--- config.mk ---
export PLATFORM = sky130hd
export DESIGN_NAME = vga_fb_scanner
export DESIGN_NICKNAME = d
export VERILOG_FILES = /design/src/rtl/vga_fb_scanner.sv
export SDC_FILE = /design/constraint.sdc
export NUM_CORES = 1
export LEC_CHECK = 0
export CORE_MARGIN = 2
export CORE_UTILIZATION = 54
export DETAILED_ROUTE_END_ITERATION = 6
export GPL_ROUTABILITY_DRIVEN = 1
export HOLD_SLACK_MARGIN = 0.03
export PLACE_DENSITY = 0.8
export SLEW_MARGIN = 20
export SYNTH_ARGS = -nofsm -noshare
export SYNTH_HDL_FRONTEND = slang
export SYNTH_SLANG_ARGS = --single-unit
export TNS_END_PERCENT = 30
--- constraint.sdc ---
create_clock -name clk -period 2.6 [get_ports clk]
set_input_delay 0.39 -clock clk [delete_from_list [all_inputs] [get_ports clk]]
set_output_delay 0.39 -clock clk [all_outputs]
set_load 0.03 [all_outputs]
--- src/rtl/vga_fb_scanner.sv ---
// vga_fb_scanner: 640x480@60 raster scan-out of a byte-per-pixel 3-3-2 framebuffer.
// Each byte covers a (1<<SCALE_SH)-square block of pixels; a one-clock pulse marks the start of vblank.
module vga_fb_scanner #(
  parameter int FB_W     = 160,
  parameter int SCALE_SH = 2
) (
  input  logic        clk,
  input  logic        RST,
  output logic [15:0] vga_addr,
  output logic        vga_rden,
  input  logic [7:0]  vga_data,
  output logic [2:0]  vga_red,
  output logic [2:0]  vga_green,
  output logic [1:0]  vga_blue,
  output logic        vga_hs,
  output logic        vga_vs,
  output logic        frame_intr
);

  localparam logic [9:0] H_VISIBLE  = 10'd640;
  localparam logic [9:0] H_SYNC_BEG = 10'd656;
  localparam logic [9:0] H_SYNC_END = 10'd751;
  localparam logic [9:0] H_LAST     = 10'd799;
  localparam logic [9:0] V_VISIBLE  = 10'd480;
  localparam logic [9:0] V_SYNC_BEG = 10'd490;
  localparam logic [9:0] V_SYNC_END = 10'd491;
  localparam logic [9:0] V_LAST     = 10'd524;
  localparam logic [9:0] V_ACT_LAST = 10'd479;
  localparam logic [15:0] FB_STRIDE = 16'(FB_W);

  logic        pix_en_r;
  logic [9:0]  h_r;
  logic [9:0]  v_r;
  logic        s1_active_r;
  logic        s1_hs_r;
  logic        s1_vs_r;

  logic        active_s;
  logic        hs_s;
  logic        vs_s;
  logic [15:0] x_s;
  logic [15:0] y_s;
  logic [15:0] addr_s;

  // Region decode and framebuffer byte address for the current raster position.
  always_comb begin
    active_s = (h_r < H_VISIBLE) && (v_r < V_VISIBLE);
    hs_s     = !((h_r >= H_SYNC_BEG) && (h_r <= H_SYNC_END));
    vs_s     = !((v_r >= V_SYNC_BEG) && (v_r <= V_SYNC_END));
    x_s      = {6'd0, h_r} >> SCALE_SH;
    y_s      = {6'd0, v_r} >> SCALE_SH;
    addr_s   = 16'(y_s * FB_STRIDE) + x_s;
  end

  // Pixel enable, raster counters, fetch stage (S1), pixel output stage and frame pulse.
  always_ff @(posedge clk) begin
    if (RST) begin
      pix_en_r    <= 1'b0;
      h_r         <= 10'd0;
      v_r         <= 10'd0;
      vga_addr    <= 16'd0;
      vga_rden    <= 1'b0;
      s1_active_r <= 1'b0;
      s1_hs_r     <= 1'b1;
      s1_vs_r     <= 1'b1;
      vga_red     <= 3'd0;
      vga_green   <= 3'd0;
      vga_blue    <= 2'd0;
      vga_hs      <= 1'b1;
      vga_vs      <= 1'b1;
      frame_intr  <= 1'b0;
    end else begin
      pix_en_r   <= ~pix_en_r;
      // The read strobe trails each tick by one clock, so memory samples the fresh address.
      vga_rden   <= pix_en_r;
      frame_intr <= pix_en_r && (h_r == H_LAST) && (v_r == V_ACT_LAST);
      if (pix_en_r) begin
        vga_addr    <= addr_s;
        s1_active_r <= active_s;
        s1_hs_r     <= hs_s;
        s1_vs_r     <= vs_s;
        if (h_r == H_LAST) begin
          h_r <= 10'd0;
          if (v_r == V_LAST) begin
            v_r <= 10'd0;
          end else begin
            v_r <= v_r + 10'd1;
          end
        end else begin
          h_r <= h_r + 10'd1;
        end
        if (s1_active_r) begin
          {vga_red, vga_green, vga_blue} <= vga_data;
        end else begin
          {vga_red, vga_green, vga_blue} <= 8'd0;
        end
        vga_hs <= s1_hs_r;
        vga_vs <= s1_vs_r;
      end
    end
  end

endmodule

# Yosys cells after proc, flatten, opt, wreduce, memory -nomap -nowiden
# Index checks and enable logic that the tools add are counted.
[totals]
reg_bits = 52
inputBits = 10
out_inout_bits = 28
wordCells = 41
[classes]
add_sub_neg = 3
n_mul = 1
n_lt_le_gt_ge = 6
n_eq_ne = 3
mux = 5
n_bitwise = 1
reduce_logical = 8
[ops]
columns = ["cell", "n"]
rows = [
  ["10-bit by 1-bit adder with 10-bit output, second input constant", 2],
  ["10-bit equality test, second input constant", 2],
  ["10-bit 2-to-1 mux", 2],
  ["16-bit by 8-bit adder with 16-bit output", 1],
  ["8-bit by 3-bit multiplier with 11-bit output, second input constant", 1],
  ["10-bit by 9-bit equality test with 1-bit output, second input constant", 1],
  ["10-bit greater-or-equal comparator, second input constant", 1],
  ["10-bit by 9-bit greater-or-equal comparator with 1-bit output, second input constant", 1],
  ["10-bit less-or-equal comparator, second input constant", 1],
  ["10-bit by 9-bit less-or-equal comparator with 1-bit output, second input constant", 1],
  ["10-bit less-than comparator, second input constant", 1],
  ["10-bit by 9-bit less-than comparator with 1-bit output, second input constant", 1],
  ["3-bit 2-to-1 mux", 2],
  ["1-bit logical AND", 5],
  ["1-bit zero test", 2],
  ["2-bit 2-to-1 mux", 1],
  ["2-bit AND reduction", 1],
  ["1-bit inverter", 1],
]

# Longest topological paths before layout
[depth]
depth_word = 3
ltp_mapped = 9
mapped_depth_nobuf = 9

# Worst setup path after synthesis
# No wires, ideal clock.
[synth_path]
path_type = "reg-to-reg"
start = "reg v_r[3]"
end = "reg vga_addr[13]"
setup_time_ns = 0.086
t_arrival_ns = 2.289
required_ns = 2.514
slack_ns = 0.225
stages_incl_launch_ff = 10
path_buffers = 0
period_less_slack_ns = 2.375
cell_sequence = "dfxtp_1 ha_1 ha_1 fa_1 a211oi_1 nor2_1 xor2_1 nand3_1 xnor2_1 a211oi_1"
[synth_between]
elab_chain_cells = 2
[synth_lines]
columns = ["element", "line_no", "text"]
rows = [
  ["from (decl)", "33", "logic [9:0] v_r;"],
  ["from (signal assigned)", "87", "v_r <= v_r + 10'd1;"],
  ["8-bit by 3-bit multiplier with 11-bit output", "52", "addr_s = 16'(y_s * FB_STRIDE) + x_s;"],
  ["16-bit by 8-bit adder with 16-bit output", "52", ""],
  ["to (signal assigned)", "78", "vga_addr <= addr_s;"],
  ["to (decl)", "9", "output logic [15:0] vga_addr,"],
]
# Every way passes these cells.
# A chain may end at the register's enable or synchronous reset.

# Worst setup path in the final report
# Ends and elaborated chain as after synthesis.

==> run metrics <==
CTS Root Cell=clkbuf_8; Area Overhead vs Synth=22.31%; cts hold-fix bufs=0; VDD IR max=0.3041 mV; Worst Tran Pin Value=611.6 ps; Cells after Synth=292; RePlAce Congestion=0.8103; first-pass GRT wire length=8928 um; Peak Freq=0.3928 GHz; crit path DAT=2790 ps; CP peak stage delay=440 ps; PD cells=454.3 mW/mm^2; Cell variety after synth=39; post-synth design cell area=0.002569 mm^2; initial DRC count=148; Antenna Violating Nets Remaining=0; number of CTS-inserted buffers=5; Final Max Slew Viols=0; max_slew headroom=58.85%; share of layout cells above drive strength 1=7.440%; Die Span X=72.97 um; initial antenna violation count=0; clk sinks=52; Critical Path Start Type=register; cell accounting for the most synthesized area=dfxtp_1; DR WL/cell=14.37 um; Vias/cell=5.644; Clock Tree Buf Depth=2; Ys Warns=0; IO Pins=38; Routed WL=5605 um; vias=2201; CTS tree=built; net count after synthesis=323; Final Hold Vio Count=0; largest cells by area after synthesis=dfxtp_1, ha_1, nor2_1; sum of negative setup slack=0 ps; Layout Utilization=67.41%; Hold Path Class=reg2reg; Clk Latency, worst-skew pair=320 ps; final period utilization=97.91%; CP top delay family=adder cells; final instance area=0.003142 mm^2; Max Cap Viol=0; Clock transition at path regs=100 ps; worst endpoint required time=2850 ps; PortBufs=37; Antenna diodes=0; minimum clock period=2546 ps; Post-synth EDFFs=0; FP Rows=25; CP bufs+invs=0; GRT Total Usage=21.79%; Post-synth top cells=nor2_1, dfxtp_1, ha_1; Layout Skew=13.74 ps; H-tree depth=2; Die H=72.97 um; largest net degree at the start of global routing=36; Syn Area/Cell=8.797 um^2; CP max stage cell=fa_1; total design power=1.427 mW; Leak=1.230 nW; iteration count of the initial detailed-routing pass=4; crit-path max FO=3; final-report setup violation count=0; Crit Path Class=reg2reg; DRC Markers=0; Synth Register Bits=52; Core Region=0.004661 mm^2; most common cell in the netlist=nor2_1; Post-DP HPWL=3916 um; Async SR Flop Fraction=0%; starting density of the core=55.11%; full die area=0.005325 mm^2; cell breakdown of the critical path=ha_1, ha_1, fa_1, xor2_1, nand3_1, nor2_2, nand3_1, xnor2_1, a211oi_1; Min Hold Slack=461.9 ps; CP Capture Type=register; Layout Nets=366; Seq/Total Area, Yosys=40.53%; number of global-route vias before repair=2054; post-synth top area share=40.53%; Post-synth top flop=dfxtp_1; run status=finished clean; Post-DP Area=0.003029 mm^2; global route overflow=0
worst register-to-register path, cell delays in order, from the launching register on:
cell      delay (ps)
dfxtp_1          330
ha_1             290
ha_1             250
fa_1             440
xor2_1           220
nand3_1          200
nor2_2           220
nand3_1          160
xnor2_1          160
a211oi_1         210
placed cells by master, fill, tap and decap left out, types with 9 or more instances in the layout:
| cell | instances |
|---|---|
| o21ai_0 | 9 |
| dfxtp_1 | 52 |
| nor2_1 | 55 |
| a21oi_1 | 10 |
| clkdlybuf4s50_1 | 37 |
| xnor2_1 | 9 |
| xor2_1 | 13 |
| buf_4 | 11 |
| nand2_1 | 15 |
| ha_1 | 19 |
| inv_1 | 10 |
registers in the layout (all words and copies together) (netlist names):
name and cells:
v_r 10, frame_intr 1, vga_rden 1, s1_hs_r 1, vga_hs 1, vga_red 3
s1_vs_r 1, s1_active_r 1, vga_vs 1, vga_blue 2, h_r 10, vga_addr 16
pix_en_r 1, vga_green 3
path summary, 6_finish.rpt:
check / slack (ps) / endpoint / depth (start not counted) / from
worst max-delay path: 50 / vga_addr[13] / 9 / v_r[3]
worst min-delay path: 460 / vga_addr[14] / 2 / vga_addr[14]
worst max register to register: 50 / vga_addr[13] / 9 / v_r[3]
worst min register to register: 460 / vga_addr[14] / 2 / vga_addr[14]
logic make-up after synthesis:
logic type / Yosys count / share of synthesized area [%]
fa+ha+maj: 21 / 10.81
mux: 8 / 3.118
compound gates: 45 / 11.64
xor+xnor: 22 / 7.501
flops: 52 / 40.53
buf+inv: 23 / 3.653
simple gates: 121 / 22.75
area by class of cell:
type | count | area (um^2)
multi-input combinational | 217 | 1448
inverter | 11 | 41.29
tap | 54 | 67.56
clock buffer | 5 | 68.82
timing repair buffer | 48 | 452.9
clock inverter | 3 | 22.52
sequential | 52 | 1041
fill | 377 | 1519
power by group:
group / internal, mW / total [mW] / switching, mW
Combinational: 0.0527 / 0.124 / 0.0711
Clock: 0.193 / 0.483 / 0.289
Sequential: 0.812 / 0.821 / 0.00926
through the flow:
| stage | worst slack, ps | instances |
|---|---|---|
| final | 54.23 | 390 |
| after global routing | -56.81 | 390 |
| after CTS | 86.85 | 390 |
| after detailed placement | 13.86 | 381 |
| after global placement | 177.2 | 381 |
| after floorplan | 225.4 | 292 |
layer usage:
metal  up-vias  wire length (um)  part of all wire (%)  GRT usage (%)
met5         -                 0                     0              0
met4         0                89                   1.6          9.053
met3         7               146                   2.6          4.696
met2        44              2822                    50          39.29
met1      1040              2548                    45          24.72
li1       1110                 -                     -              -
what timing repair did:
action	CTS	global route
endpoints found under the hold margin	0	0
pin swaps	0	0
endpoints found under the setup margin	1	3
resized for setup	0	3
setup buffers	1	0
No activity file was read; power rests on OpenSTA's default activity.
==> patch 1: new RTL, config.mk and constraints unchanged <==
`FB_W`: 160 -> 80.
--- a/src/rtl/vga_fb_scanner.sv
+++ b/src/rtl/vga_fb_scanner.sv
@@ -2,5 +2,5 @@
 // Each byte covers a (1<<SCALE_SH)-square block of pixels; a one-clock pulse marks the start of vblank.
 module vga_fb_scanner #(
-  parameter int FB_W     = 160,
+  parameter int FB_W     = 80,
   parameter int SCALE_SH = 2
 ) (
Behaviour: no difference found for any inputs over 10 cycles, from zero or initial values and one cycle with RST high; that may be too few to reach the edited logic, so the function may still have changed.
==> patch 1 against the unedited design <==
Sequential power hardly changed. Design area is 6.5% higher. Largest cell class unchanged. Critical endpoint is now vga_addr[12]. Sequential cell count stayed put. Non-clock buffer count stayed put. Routed wire length is 7.4% higher. Power is 0.43% lower. Synthesized area is 6.8% higher. Setup slack worse by 0.047 ns. Via count is 5.8% higher.
==> patch 1: results (changes against the unedited design) <==
[power]
power_leader = sequential cells
irDropWorstVdd_mv = 0.336  ; +10%
powerSeq_mw = 0.823  ; about the same
seq_power_share = 0.579  ; +0.004
intPower_mw = 1.06  ; about the same
leakagePower_nw = 1.28  ; +4.1%

[placement]
hpwl_mm = 4.41  ; +13%
portBuffers = 37  ; unchanged
placed_area_um2 = 3240  ; +6.8%
pre_cts_ws_ns = -0.0693  ; -0.0832 ns
placed_cells = 411  ; +7.9%
gp_congestion = 0.863  ; +6.5%

[synthesis]
synth_area_leaders = dfxtp_1, ha_1, nor2_1
synth_compound_area_frac = 0.143  ; +0.0268
syn_nets = 341  ; +5.6%
synthMuxAreaShare = 0.0328  ; +0.00166
synth_fa_ha_area_frac = 0.106  ; -0.00234
yosysSeqAreaShare = 0.379  ; -0.0259
yosys.area_share.xor_xnor = 0.0670  ; -0.00798
syn_inst = 309  ; +5.8%
ys_types = 47  ; +21%
synth.cells.most_frequent = nor2_1, dfxtp_1, ha_1, nand2_1, xor2_1

[routing]
viasPerCell = 5.56  ; -1.6%
routed_wl_mm = 6.02  ; +7.4%
initialDrtViolationCount = 151  ; +2.0%

[setup_path]
crit_arrival_ns = 2.82  ; +0.03 ns
critPathMaxFanout = 4  ; +1
crit_end = vga_addr[12]
regToRegSetupSlack_ns = 0.007  ; -0.05 ns
r2r_cells = 8  ; -1
rr_endpoint = vga_addr[12]

[final_layout]
nets = 383  ; +4.6%
layout-drive-gt1-share = 0.105  ; +0.0307
fillCellCount = 406  ; +7.7%
seqCellArea_um2 = 1040  ; +0.24%
instances_no_fill = 419  ; +7.4%

[hold_path]
min_from = s1_active_r
hold_end = s1_active_r

[sta]
timing.hold.ws_ns = 0.465  ; +0.00336 ns
fin_skew_ns = 0.00667  ; -0.00707 ns
slew_headroom = 0.608  ; +0.0191
finalCritPeriodShare = 0.997  ; +0.0183

[global_routing]
antenna_found_initial = 0  ; unchanged
grt_pass1_vias = 2182  ; +6.2%
grt_pass1_wl_mm = 9.82  ; +10%
track_usage = 0.228  ; +0.00977
grt_max_degree = 37  ; +2.8%

[outcome]
run_status = complete, no violations

## patch 1: what timing repair did
item	CTS	global route
cloned	0	0
buffers inserted	0	0
endpoints found under the setup margin	2	4
endpoints found under the hold margin	0	0
pin swaps	0	0
resized for setup	4	2
## patch 1: critical path: stages (launching register included)
cell and delay (ns):
dfxtp_1 0.33, ha_1 0.29, ha_1 0.23, fa_2 0.56, inv_1 0.10, a2111oi_4 0.24, nor4b_4 0.35, mux2i_1 0.15
nor4_2 0.26
## patch 1: area by class of cell
cell class              count  area share
clock buffers               5      0.0206
clock inverters             3     0.00673
inverters                  11      0.0123
multi-input cells         233       0.488
flip-flops and latches     52       0.312
well taps                  67      0.0251
repair buffers             48       0.135
## patch 1: metal layers
layer | share of wire | track usage | up-vias
met4 | 0.019 | 0.0780 | 0
met1 | 0.44 | 0.289 | 1089
li1 | - | - | 1171
met3 | 0.053 | 0.0549 | 9
met2 | 0.49 | 0.380 | 59
met5 | 0 | 0 | -
==> patch 2: new RTL, same settings <==
Made on the original files. Put one more register stage on the output `vga_addr`, cleared by the reset. The value now appears one clock later. The other outputs are not delayed to match.
--- a/src/rtl/vga_fb_scanner.sv
+++ b/src/rtl/vga_fb_scanner.sv
@@ -28,4 +28,6 @@
   localparam logic [9:0] V_ACT_LAST = 10'd479;
   localparam logic [15:0] FB_STRIDE = 16'(FB_W);
+
+  logic [15:0] vga_addr_s0;
 
   logic        pix_en_r;
@@ -59,5 +61,5 @@
       h_r         <= 10'd0;
       v_r         <= 10'd0;
-      vga_addr    <= 16'd0;
+      vga_addr_s0 <= 16'd0;
       vga_rden    <= 1'b0;
       s1_active_r <= 1'b0;
@@ -76,5 +78,5 @@
       frame_intr <= pix_en_r && (h_r == H_LAST) && (v_r == V_ACT_LAST);
       if (pix_en_r) begin
-        vga_addr    <= addr_s;
+        vga_addr_s0 <= addr_s;
         s1_active_r <= active_s;
         s1_hs_r     <= hs_s;
@@ -101,4 +103,12 @@
   end
 
+  always_ff @(posedge clk) begin
+    if (RST) begin
+      vga_addr <= '0;
+    end else begin
+      vga_addr <= vga_addr_s0;
+    end
+  end
+
 endmodule
 
Formal check against the unedited RTL: same outputs for any inputs over 10 cycles, from zero or initial values and one cycle with RST high; that may be too few to reach the edited logic, so the function may still have changed.
==> patch 2 against the unedited design <==
Fmax grew 0.78%. Critical endpoint is now vga_addr_s0[14]. Routed wire length increased by 10%. Sequential share of layout area increased by 2.7 points. Global-route usage down 1.2 points. Sequential cell count rose by 16. Setup slack better by 0.020 ns. Power rose by 57%. Critical path type unchanged. First-iteration DRC count shrank 22%. Highest routed layer unchanged. Synthesized area is 19% higher. Design area increased by 21%. Via count increased by 8.0%. Largest cell class unchanged. Die area up 18%.
==> patch 2: results (changes against the unedited design) <==
[outcome]
run_status = complete, no violations

[synthesis]
yosysSeqAreaShare = 0.445  ; +0.0394
synth_fa_ha_area_frac = 0.0907  ; -0.0174
synth_compound_area_frac = 0.102  ; -0.0147
synth.cells.most_frequent = dfxtp_1, nor2_1, ha_1, nor2b_1, xor2_1
synthMuxAreaShare = 0.0294  ; -0.00175
synth_top_area_frac = 0.445  ; +0.0394
ys_types = 45  ; +15%
yosys.area_share.xor_xnor = 0.0658  ; -0.00922
syn_nets = 350  ; +8.4%

[sta]
tightest_slew_ns = 0.737  ; +0.125 ns

[routing]
initialDrtViolationCount = 116  ; -22%
wl_met3_um = 214  ; +47%
routed_wl_mm = 6.17  ; +10%

[global_routing]
track_usage = 0.206  ; -0.0119
grt_pass1_vias = 2182  ; +6.2%
grtUsageMet2 = 0.328  ; -0.0650
met3_usage = 0.0591  ; +0.0121
grt_pass1_wl_mm = 10.1  ; +13%

[power]
leakagePower_nw = 1.52  ; +24%
sw_frac_of_total = 0.219  ; -0.0396
seq_power_share = 0.478  ; -0.097

[cts]
clk_latency_ns = 0.34  ; +0.02 ns

[hold_path]
min_from = vga_addr_s0[12]
hold_end = vga_addr[12]
min_path_cells = 1  ; -1

[final_layout]
instances_no_fill = 439  ; +13%
layout-drive-gt1-share = 0.109  ; +0.0346
nets = 393  ; +7.4%
top_regs = vga_addr (16), vga_addr_s0 (16)
fillCellCount = 432  ; +15%

[setup_path]
max_stage_delay_ns = 0.39  ; -0.05 ns
rr_endpoint = vga_addr_s0[14]
crit_arrival_ns = 2.76  ; -0.03 ns

[placement]
hpwl_mm = 4.10  ; +4.7%

==> patch 2: area by class of cell <==
class / count / area (um^2) / area share
Clock buffer: 10 / 128 / 0.0336
Inverter: 9 / 33.8 / 0.00890
Timing Repair Buffer: 48 / 448 / 0.118
Clock inverter: 6 / 113 / 0.0297
Tap cell: 72 / 90.1 / 0.0237
Sequential cell: 68 / 1360 / 0.358
Multi-Input combinational cell: 226 / 1620 / 0.428
==> patch 2: stage by stage <==
stage | setup TNS, ns | worst slack [ns] | instance area (um^2) | hold slack, ns
after floorplan | 0 | 0.0562 | 3060 | 0.432
after global placement | 0 | 0.0831 | 3500 | 0.449
after detailed placement | 0 | 0.0142 | 3500 | 0.454
after CTS | 0 | 0.00201 | 3750 | 0.466
after global routing | -0.0366 | -0.0262 | 3800 | 0.481
final | 0 | 0.0738 | 3800 | 0.465
==> patch 2: timing repair <==
item | in CTS | in global routing
resized for setup | 0 | 6
pin swaps | 1 | 3
buffers inserted | 1 | 2
setup endpoints to repair | 1 | 4
